### config.mk
export PLATFORM = sky130hd
export DESIGN_NAME = adc_read_scheduler
export DESIGN_NICKNAME = d
export VERILOG_FILES = /design/src/rtl/adc_read_scheduler_pkg.sv /design/src/rtl/adc_read_scheduler_rr_arbiter.sv /design/src/rtl/adc_read_scheduler.sv
export SDC_FILE = /design/constraint.sdc
export NUM_CORES = 1
export LEC_CHECK = 0
export CAP_MARGIN = 30
export CORE_MARGIN = 4
export CORE_UTILIZATION = 50
export DETAILED_ROUTE_END_ITERATION = 10
export GPL_ROUTABILITY_DRIVEN = 0
export GPL_TIMING_DRIVEN = 0
export PLACE_DENSITY = 0.74
export SLEW_MARGIN = 20
export SYNTH_ARGS = -nofsm -noshare
export SYNTH_HDL_FRONTEND = slang
export SYNTH_SLANG_ARGS = --single-unit
### constraint.sdc
create_clock -name clk -period 4.4 [get_ports clk]
set_clock_uncertainty 0.05 [all_clocks]
set_input_delay 1.32 -clock clk [delete_from_list [all_inputs] [get_ports clk]]
set_output_delay 1.32 -clock clk [all_outputs]
set_load 0.02 [all_outputs]
### src/rtl/adc_read_scheduler_pkg.sv
// Shared definitions for the ADC read scheduler: FSM encoding and default timing.
package adc_read_scheduler_pkg;

    localparam int unsigned ADC_WIDTH = 12;

    // Defaults sized for the standard ADC comm rate: CAL_WAIT covers 32+2 sclk periods
    // with margin, TIMEOUT is twice that.
    localparam int unsigned DEF_CAL_WAIT       = 2048;
    localparam int unsigned DEF_TIMEOUT        = 4096;
    localparam int unsigned DEF_RECAL_INTERVAL = 1024;

    typedef enum logic [2:0] {
        StBoot      = 3'd0,
        StIdle      = 3'd1,
        StIssue     = 3'd2,
        StWait      = 3'd3,
        StDeliver   = 3'd4,
        StRecal     = 3'd5,
        StRecalWait = 3'd6
    } state_t;

    function automatic int unsigned max2(input int unsigned a, input int unsigned b);
        return (a > b) ? a : b;
    endfunction

endpackage

### src/rtl/adc_read_scheduler_rr_arbiter.sv
// Round-robin search: first set request at or after the pointer, wrapping modulo NUM_REQ.
module adc_read_scheduler_rr_arbiter #(
    parameter int unsigned NUM_REQ = 4,
    localparam int unsigned IDX_W  = $clog2(NUM_REQ)
) (
    input  logic [NUM_REQ-1:0] req,
    input  logic [IDX_W-1:0]   pointer,
    output logic [NUM_REQ-1:0] grant,
    output logic [IDX_W-1:0]   grant_idx
);

    logic found;

    // Scan NUM_REQ positions starting at the pointer; first hit wins.
    always_comb begin
        grant     = '0;
        grant_idx = '0;
        found     = 1'b0;
        for (int unsigned i = 0; i < NUM_REQ; i++) begin
            logic [IDX_W-1:0] j;
            j = IDX_W'((32'(pointer) + i) % NUM_REQ);
            if (!found && req[j]) begin
                grant[j]  = 1'b1;
                grant_idx = j;
                found     = 1'b1;
            end
        end
    end

endmodule

### src/rtl/adc_read_scheduler.sv
// Shares one serial ADC between NUM_REQ requesters (round-robin), sequences boot
// calibration wait, periodic and on-demand recalibration, and a conversion watchdog.
module adc_read_scheduler
    import adc_read_scheduler_pkg::*;
#(
    parameter int unsigned NUM_REQ        = 4,
    parameter int unsigned RECAL_INTERVAL = DEF_RECAL_INTERVAL,
    parameter int unsigned CAL_WAIT       = DEF_CAL_WAIT,
    parameter int unsigned TIMEOUT        = DEF_TIMEOUT
) (
    input  logic                 clk,
    input  logic                 reset,
    input  logic [NUM_REQ-1:0]   req,
    input  logic                 force_recal,
    input  logic                 err_clear,
    output logic [NUM_REQ-1:0]   grant,
    output logic [ADC_WIDTH-1:0] result,
    output logic                 result_valid,
    output logic                 busy,
    output logic                 timeout_err,
    output logic                 adc_read,
    output logic                 adc_recalibrate,
    input  logic                 adc_read_done,
    input  logic [ADC_WIDTH-1:0] adc_value
);

    localparam int unsigned IDX_W = $clog2(NUM_REQ);
    localparam int unsigned TMR_W = $clog2(max2(CAL_WAIT, TIMEOUT) + 1);
    localparam int unsigned CNT_W = (RECAL_INTERVAL > 0) ? $clog2(RECAL_INTERVAL + 1) : 1;

    state_t                 state_q, state_d;
    logic [NUM_REQ-1:0]     grant_q, grant_d;
    logic [IDX_W-1:0]       idx_q, idx_d;
    logic [IDX_W-1:0]       ptr_q, ptr_d;
    logic [ADC_WIDTH-1:0]   result_q, result_d;
    logic                   valid_q, valid_d;
    logic                   read_q, read_d;
    logic                   recal_q, recal_d;
    logic                   err_q, err_d;
    logic [TMR_W-1:0]       tmr_q, tmr_d;
    logic [CNT_W-1:0]       cnt_q, cnt_d;
    logic                   pending_q, pending_d;
    logic                   done_q;

    logic                   done_rise;
    logic                   auto_hit;
    logic                   recal_req;
    logic                   err_set;
    logic                   pending_clr;
    logic [NUM_REQ-1:0]     arb_grant;
    logic [IDX_W-1:0]       arb_idx;
    logic [IDX_W-1:0]       idx_next;

    adc_read_scheduler_rr_arbiter #(
        .NUM_REQ (NUM_REQ)
    ) u_arb (
        .req       (req),
        .pointer   (ptr_q),
        .grant     (arb_grant),
        .grant_idx (arb_idx)
    );

    assign done_rise = adc_read_done & ~done_q;
    assign auto_hit  = (RECAL_INTERVAL != 0) && (cnt_q == CNT_W'(RECAL_INTERVAL));
    // A pulse arriving in IDLE itself is honoured immediately, not one cycle later.
    assign recal_req = pending_q | force_recal | auto_hit;
    assign idx_next  = (idx_q == IDX_W'(NUM_REQ - 1)) ? '0 : idx_q + IDX_W'(1);

    // Next-state and registered-output logic for the scheduler FSM.
    always_comb begin
        state_d     = state_q;
        grant_d     = grant_q;
        idx_d       = idx_q;
        ptr_d       = ptr_q;
        result_d    = result_q;
        valid_d     = 1'b0;
        read_d      = read_q;
        recal_d     = recal_q;
        tmr_d       = tmr_q;
        cnt_d       = cnt_q;
        err_set     = 1'b0;
        pending_clr = 1'b0;

        unique case (state_q)
            StBoot: begin
                tmr_d = tmr_q + TMR_W'(1);
                if (tmr_q == TMR_W'(CAL_WAIT - 1)) begin
                    tmr_d   = '0;
                    state_d = StIdle;
                end
            end
            StIdle: begin
                if (recal_req) begin
                    state_d = StRecal;
                end else if (|req) begin
                    grant_d = arb_grant;
                    idx_d   = arb_idx;
                    state_d = StIssue;
                end
            end
            StIssue: begin
                read_d  = 1'b1;
                tmr_d   = '0;
                state_d = StWait;
            end
            StWait: begin
                tmr_d = tmr_q + TMR_W'(1);
                if (done_rise) begin
                    result_d = adc_value;
                    read_d   = 1'b0;
                    valid_d  = 1'b1;
                    state_d  = StDeliver;
                end else if (tmr_q == TMR_W'(TIMEOUT - 1)) begin
                    // Abort: skip past the stalled requester so others are not starved.
                    read_d  = 1'b0;
                    err_set = 1'b1;
                    grant_d = '0;
                    ptr_d   = idx_next;
                    state_d = StIdle;
                end
            end
            StDeliver: begin
                grant_d = '0;
                ptr_d   = idx_next;
                if ((RECAL_INTERVAL != 0) && !auto_hit) begin
                    cnt_d = cnt_q + CNT_W'(1);
                end
                state_d = StIdle;
            end
            StRecal: begin
                recal_d = 1'b1;
                tmr_d   = '0;
                state_d = StRecalWait;
            end
            StRecalWait: begin
                tmr_d = tmr_q + TMR_W'(1);
                if (tmr_q == TMR_W'(CAL_WAIT - 1)) begin
                    recal_d     = 1'b0;
                    tmr_d       = '0;
                    cnt_d       = '0;
                    pending_clr = 1'b1;
                    state_d     = StIdle;
                end
            end
            default: begin
                state_d = StBoot;
            end
        endcase

        // Timeout set wins over a same-cycle clear.
        err_d = err_set ? 1'b1 : (err_clear ? 1'b0 : err_q);

        // A pulse coinciding with the end of a recal is kept for the next one.
        pending_d = pending_clr ? force_recal : (pending_q | force_recal | auto_hit);
    end

    // State and output registers; async active-low reset restarts in BOOT.
    always_ff @(posedge clk or negedge reset) begin
        if (!reset) begin
            state_q   <= StBoot;
            grant_q   <= '0;
            idx_q     <= '0;
            ptr_q     <= '0;
            result_q  <= '0;
            valid_q   <= 1'b0;
            read_q    <= 1'b0;
            recal_q   <= 1'b0;
            err_q     <= 1'b0;
            tmr_q     <= '0;
            cnt_q     <= '0;
            pending_q <= 1'b0;
            done_q    <= 1'b0;
        end else begin
            state_q   <= state_d;
            grant_q   <= grant_d;
            idx_q     <= idx_d;
            ptr_q     <= ptr_d;
            result_q  <= result_d;
            valid_q   <= valid_d;
            read_q    <= read_d;
            recal_q   <= recal_d;
            err_q     <= err_d;
            tmr_q     <= tmr_d;
            cnt_q     <= cnt_d;
            pending_q <= pending_d;
            done_q    <= adc_read_done;
        end
    end

    assign grant           = grant_q;
    assign result          = result_q;
    assign result_valid    = valid_q;
    assign busy            = (state_q != StIdle);
    assign timeout_err     = err_q;
    assign adc_read        = read_q;
    assign adc_recalibrate = recal_q;

endmodule

### After elaboration in Yosys (flattened, before gate mapping)

Index checks and enable logic that the tools add are counted.
W data, S select, Z words.

* word-level logic and storage cells: 146
* input bits: 21
* register bits after elaboration: 53

* add/sub/neg operators: 6
* magnitude comparators: 8
* mux-type cells: 62
* equality and inequality tests: 20
* reduce and logical (&&, ||, !) cells: 29
* bitwise gates (word level): 8

Operator list (count)
* $pmux W13 S3: 1
* $mux W4: 8
* $mux W1: 24
* $mux W11: 2
* $pmux W11 S2: 1
* $pmux W3 S6: 1
* $mux W3: 5
* $mux W2: 7
* $add A13 B1 Y13 const B: 1
* $eq A13 B11 Y1 const B: 1
* $eq A13 B12 Y1 const B: 1
* $mux W13: 1
* $lt A2 B3 Y1 const B: 4
* $ne A2 B2 Y1 const B: 6
* $or A4 B4 Y4: 3
* $pmux W4 S3: 1
* $reduce_and A3 Y1: 4
* $add A11 B1 Y11 const B: 1
* $eq A11 B11 Y1 const B: 1
* $reduce_bool A2 Y1: 5
* $eq A3 B3 Y1 const B: 3
* $bmux W1 S2: 4
* $demux W1 S2: 4
* $ge A2 B1 Y1 const B: 4
* other kinds (21): 40

### Logic depth before layout (Yosys ltp)

Gate-level depths: netlist (run 1).

* word-level depth: 15
* gate-level depth with buffers: 9

### Cells and area by module

From an unflattened synthesis (run 1), not the netlist that was laid out.

* cell total of the unflattened synthesis: 315
* area total of the unflattened synthesis: 3041.7 sq um

Modules (own cells, without submodules)
* adc_read_scheduler: cells each 269, instances 1, area an instance 2622.5 sq um
* adc_read_scheduler_rr_arbiter: cells each 46, instances 1, area an instance 419.2 sq um

### Worst setup path after synthesis (run 1)

Ideal clock, no wire load.

* path kind: in2reg
* start point: in req[2]
* end point: reg grant_q[0] (netlist: grant[0])
* library setup time: 0.126 ns
* cell stages on the path: 6
* slack: 1.702 ns
* arrival: 2.522 ns
* path buffers: 1
* cells stage by stage: clkbuf_1 > mux2_2 > mux2_2 > a31oi_1 > a311oi_1 > a221o_1

* longest elaborated chain between the ends: 15
* elaborated cells on any way between the ends: 30

Ends and longest elaborated chain
* start: declaration: line adc_read_scheduler.sv:13 `input logic [NUM_REQ-1:0] req,`
* $bmux W1 S2: line adc_read_scheduler_rr_arbiter.sv:22 `if (!found && req[j]) begin`
* $mux W1 (not written as such): line adc_read_scheduler_rr_arbiter.sv:22
* $mux W1: line adc_read_scheduler_rr_arbiter.sv:22
* $logic_not A1 Y1: line adc_read_scheduler_rr_arbiter.sv:22
* $logic_and A1 B1 Y1: line adc_read_scheduler_rr_arbiter.sv:22
* $mux W1: line adc_read_scheduler_rr_arbiter.sv:22
* $logic_not A1 Y1: line adc_read_scheduler_rr_arbiter.sv:22
* $logic_and A1 B1 Y1: line adc_read_scheduler_rr_arbiter.sv:22
* $mux W1: line adc_read_scheduler_rr_arbiter.sv:22
* $logic_not A1 Y1: line adc_read_scheduler_rr_arbiter.sv:22
* $logic_and A1 B1 Y1: line adc_read_scheduler_rr_arbiter.sv:22
* $mux W4: line adc_read_scheduler_rr_arbiter.sv:22
* $mux W4: line adc_read_scheduler.sv:95 `end else if (|req) begin`
* $mux W4: line adc_read_scheduler.sv:93 `if (recal_req) begin`
* $pmux W4 S3: line adc_read_scheduler.sv:84 `unique case (state_q)`
* end signal: assignment: line adc_read_scheduler.sv:175 `grant_q <= grant_d;`
* end: declaration: line adc_read_scheduler.sv:32 `logic [NUM_REQ-1:0] grant_q, grant_d;`

Parallel ways exist; a longest one is shown, timed or not. The select of a mux whose other input is x is not followed.
A chain may end at the register's enable or synchronous reset.

### Worst setup path in the final report (run 1)

* start point: reg state_q[2]
* end point: out busy

* longest elaborated chain between the ends: 1

Ends and longest elaborated chain
* start: declaration: line adc_read_scheduler.sv:31 `state_t state_q, state_d;`
* start signal: assignment: line adc_read_scheduler.sv:160 `state_q <= StBoot;`
* start signal: assignment: line adc_read_scheduler.sv:174 `state_q <= state_d;`
* $ne A3 B1 Y1: line adc_read_scheduler.sv:193 `assign busy = (state_q != StIdle);`
* end: declaration: line adc_read_scheduler.sv:19 `output logic busy,`

No other way between the ends.

==> results of run 1 <==
==> layer usage <==
layer	track usage [%]	share of wire (%)	vias up
met2	30.78	49	49
met4	6.374	1.4	0
met3	3.690	3.6	7
met5	0	0	-
li1	-	-	1286
met1	23.17	46	1232
==> registers in the layout, summed over array words and instances (netlist names) <==
name             cells
tmr_q               13
grant                4
result              12
timeout_err          1
ptr_q                2
result_valid         1
idx_q                2
adc_recalibrate      1
done_q               1
cnt_q               11
state_q              3
pending_q            1
adc_read             1
==> power breakdown <==
| part | switching (uW) | internal [uW] | total, uW | leakage, uW |
|---|---|---|---|---|
| sequential | 118 | 616 | 733 | 0.000686 |
| clock | 147 | 105 | 252 | 0.0000399 |
| combinational | 623 | 464 | 1090 | 0.000956 |
| total | 888 | 1180 | 2070 | 0.00168 |
==> logic make-up (layout without fill, tap and decap cells) <==
kind of cell / count (synthesis) / count (layout) / synth area share (%)
fa+ha+maj: 12 / 12 / 4.737
xor+xnor: 18 / 18 / 5.058
compound gates: 62 / 62 / 14.41
mux: 16 / 16 / 5.620
simple gates: 154 / 154 / 24.17
buf+inv: 26 / 72 / 3.452
flops: 53 / 53 / 42.55
==> critical path, stage by stage (launching register included) <==
cell and delay, ns:
dfrtp_1 0.47, clkbuf_1 0.35, or2_2 0.20, clkdlybuf4s50_1 0.60
==> final cells by class <==
class,instances,area [um2],share of cell area (%)
plain buffers,17,73.82,2.005
clock buffers,5,68.82,1.869
multi-input cells,262,1683,45.70
repair buffers,40,397.9,10.81
well taps,75,93.84,2.548
flip-flops and latches,53,1326,36.02
inverters,9,33.78,0.9174
clock inverters,1,5.005,0.1359
==> synth_stat cells, types with 6 or more instances <==
library cell / count
nor2_1: 37
mux2_2: 9
buf_2: 8
inv_1: 8
ha_1: 11
xor2_1: 16
nand4_1: 6
clkbuf_1: 8
dfrtp_1: 53
nand3_1: 10
o21ai_0: 10
nand2b_1: 6
a21oi_1: 14
mux2i_1: 6
nand2_1: 60
and3_1: 6
==> worst min-delay path by stage <==
stage	from	endpoint	slack, ns	cells after the start
2_1_floorplan	tmr_q[5]$_DFFE_PN0P_	tmr_q[5]$_DFFE_PN0P_	0.41	1
3_3_place_gp	result[11]$_DFFE_PN0P_	result[11]$_DFFE_PN0P_	0.41	2
3_5_place_dp	result[2]$_DFFE_PN0P_	result[2]$_DFFE_PN0P_	0.41	2
4_1_cts	result[2]$_DFFE_PN0P_	result[2]$_DFFE_PN0P_	0.44	2
5_1_grt	result[2]$_DFFE_PN0P_	result[2]$_DFFE_PN0P_	0.47	2
6_report	result[2]$_DFFE_PN0P_	result[2]$_DFFE_PN0P_	0.43	2
==> stage by stage <==
stage | hold slack [ns] | instances | area [um2]
after floorplan | 0.4087 | 341 | 3117
after global placement | 0.4060 | 456 | 3611
after detailed placement | 0.4142 | 456 | 3608
after CTS | 0.4369 | 462 | 3682
after global routing | 0.4672 | 462 | 3682
final | 0.4300 | 462 | 3682
==> summary.md, run 1 <==
| Metric | Value |
|---|---|
| Post-CTS Setup Repair Bufs | `0` |
| Fin Setup TNS | `0 ns` |
| CTS root buffer | `clkbuf_8` |
| Status | `finished clean` |
| Pwr dens | `562.8 nW/um2` |
| Setup WS post-layout | `1.107 ns` |
| Iteration count of the initial detailed-routing pass | `4` |
| Die area | `7560 um2` |
| Drt wl/cell | `14.37 um` |
| Final Power | `2073 uW` |
| Max Fclk | `303.7 MHz` |
| Net count after synthesis | `373` |
| Total grt overflow | `0` |
| Commonest non-fill, non-tap cell in the layout | `nand2_1` |
| Initial Utilization | `52.03%` |
| Final cycle utilization of the critical path | `74.84%` |
| Crit path launch | `state_q[2]$_DFFE_PN0P_` |
| H-tree depth | `2` |
| Clock sinks | `53` |
| DP Worst Slack | `0.9634 ns` |
| Startpoint Class | `register` |
| Max-slew violation total from the final report | `0` |
| First DRT Iteration DRCs | `144` |
| Antenna viol nets, final | `0` |
| Reg-to-Reg End | `grant[0]$_DFFE_PN0P_` |
| Largest area contributor in the netlist | `dfrtp_1` |
| Crit Path Class | `register to output pin` |
| Maximum clock path buffer count | `2` |
| Vias | `2,574` |
| First-pass GRT wire length | `11,140 um` |
| CTS tree | `done` |
| Worst-Margin Slew | `0.6533 ns` |
| Critical path endpoint | `busy` |
| Clock-pin slew on the worst setup and hold paths | `0.09 ns` |
| Die span in y | `86.95 um` |
| Layout filler cell count | `500` |
| Vias in the first global route | `2,498` |
| Post-synth top area share | `42.55%` |
| IO Count | `42` |
| Antenna Cells | `0` |
| R2r setup slk | `1.45 ns` |
| Layout cells sized above 1 | `8.527%` |
| Final setup viols | `0` |
| CTS Hold Bufs | `0` |
| Maximum vdd drop | `0.0004198 V` |
| Commonest non-fill, non-tap cells in the layout | `60 x nand2_1, 53 x dfrtp_1, 39 x clkdlybuf4s50_1, 37 x nor2_1, 16 x xor2_1` |
| # resized after CTS | `0` |
| Final design utilization | `61.47%` |
| Core Region | `5991 um2` |
| P_leak | `0.001682 uW` |
| Gate Count Post-Synth | `341` |
| RSZ-0062 raised after global routing | `no` |
| Clk_lat worst skew | `0.30 ns` |
| Fin crit period | `3.293 ns` |
| Area growth syn-to-layout | `18.15%` |
| Crit-path max FO | `10` |
| Avg Inst Size Synth | `9.140 um2` |
| GR Util All Layers | `18.24%` |
| Final WL | `6638 um` |
| Chip width | `86.95 um` |
| Hold/Removal Path Class | `register to register` |
| Initial antenna violation count | `0` |
| Area contributors post-synth | `dfrtp_1 43%, nand2_1 7.2%, xor2_1 4.5%, nor2_1 4.5%, ha_1 4.4%` |
| Slew headroom | `56.18%` |
| Register bit total from synthesis | `53` |
| Vias/cell | `5.571` |
| Total of max-cap violations | `0` |
| Kind of end point of the critical path | `output pin` |
| Synth cell types | `54` |
| Warning count from the yosys run | `0` |
| CTS Buf Count | `5` |
| Count of flip-flops with a built-in enable after synthesis | `0` |
| Post-DP HPWL | `4922 um` |
| Mapped Area | `3117 um2` |
| Final net count | `420` |
| CP Data Required Time | `3.03 ns` |
| Primary FF master, synth | `dfrtp_1` |
| Fraction of registers with async set/reset | `100.0%` |
| Largest net degree at the start of global routing | `54` |
| Final hold vios | `0` |
| Port bufs | `40` |
| R2R depth | `9` |
| Arrival @ worst endpoint | `1.92 ns` |
| Register area share after synthesis | `42.55%` |
| FF-to-FF Start | `ptr_q[0]$_DFFE_PN0P_` |
| Num rows | `28` |
| DRC errors left | `0` |
Power figures use the tool's default switching activity.
==> inputs of run 2 (changes only) <==
clock period = 3.2 ns   (was 4.4 ns; I/O delays follow)
==> results of run 2 <==
Same layout as run 1 (identical final DEF). Status: finished clean.
Among the figures that moved: setup slack after placement 0.9634 ns -> 0.1234 ns; setup slack after layout 1.107 ns -> 0.2476 ns; start point of the critical path state_q[2]$_DFFE_PN0P_ -> ptr_q[0]$_DFFE_PN0P_; end point of the critical path busy -> grant[0]$_DFFE_PN0P_; register-to-register setup slack 1.45 ns -> 0.25 ns; total power 2073 uW -> 2850 uW; worst IR drop on VDD 0.0004198 V -> 0.0005773 V
==> inputs of run 3 (changes only) <==
clock period = 3.25 ns   (was 3.2 ns; I/O delays follow)
==> results of run 3 <==
Same layout as run 1 (identical final DEF). Status: finished clean.
Among the figures that moved: setup slack after placement 0.9634 ns -> 0.1584 ns; setup slack after layout 1.107 ns -> 0.2976 ns; start point of the critical path state_q[2]$_DFFE_PN0P_ -> ptr_q[0]$_DFFE_PN0P_; end point of the critical path busy -> grant[0]$_DFFE_PN0P_; register-to-register setup slack 1.45 ns -> 0.30 ns; total power 2073 uW -> 2806 uW; worst IR drop on VDD 0.0004198 V -> 0.0005684 V
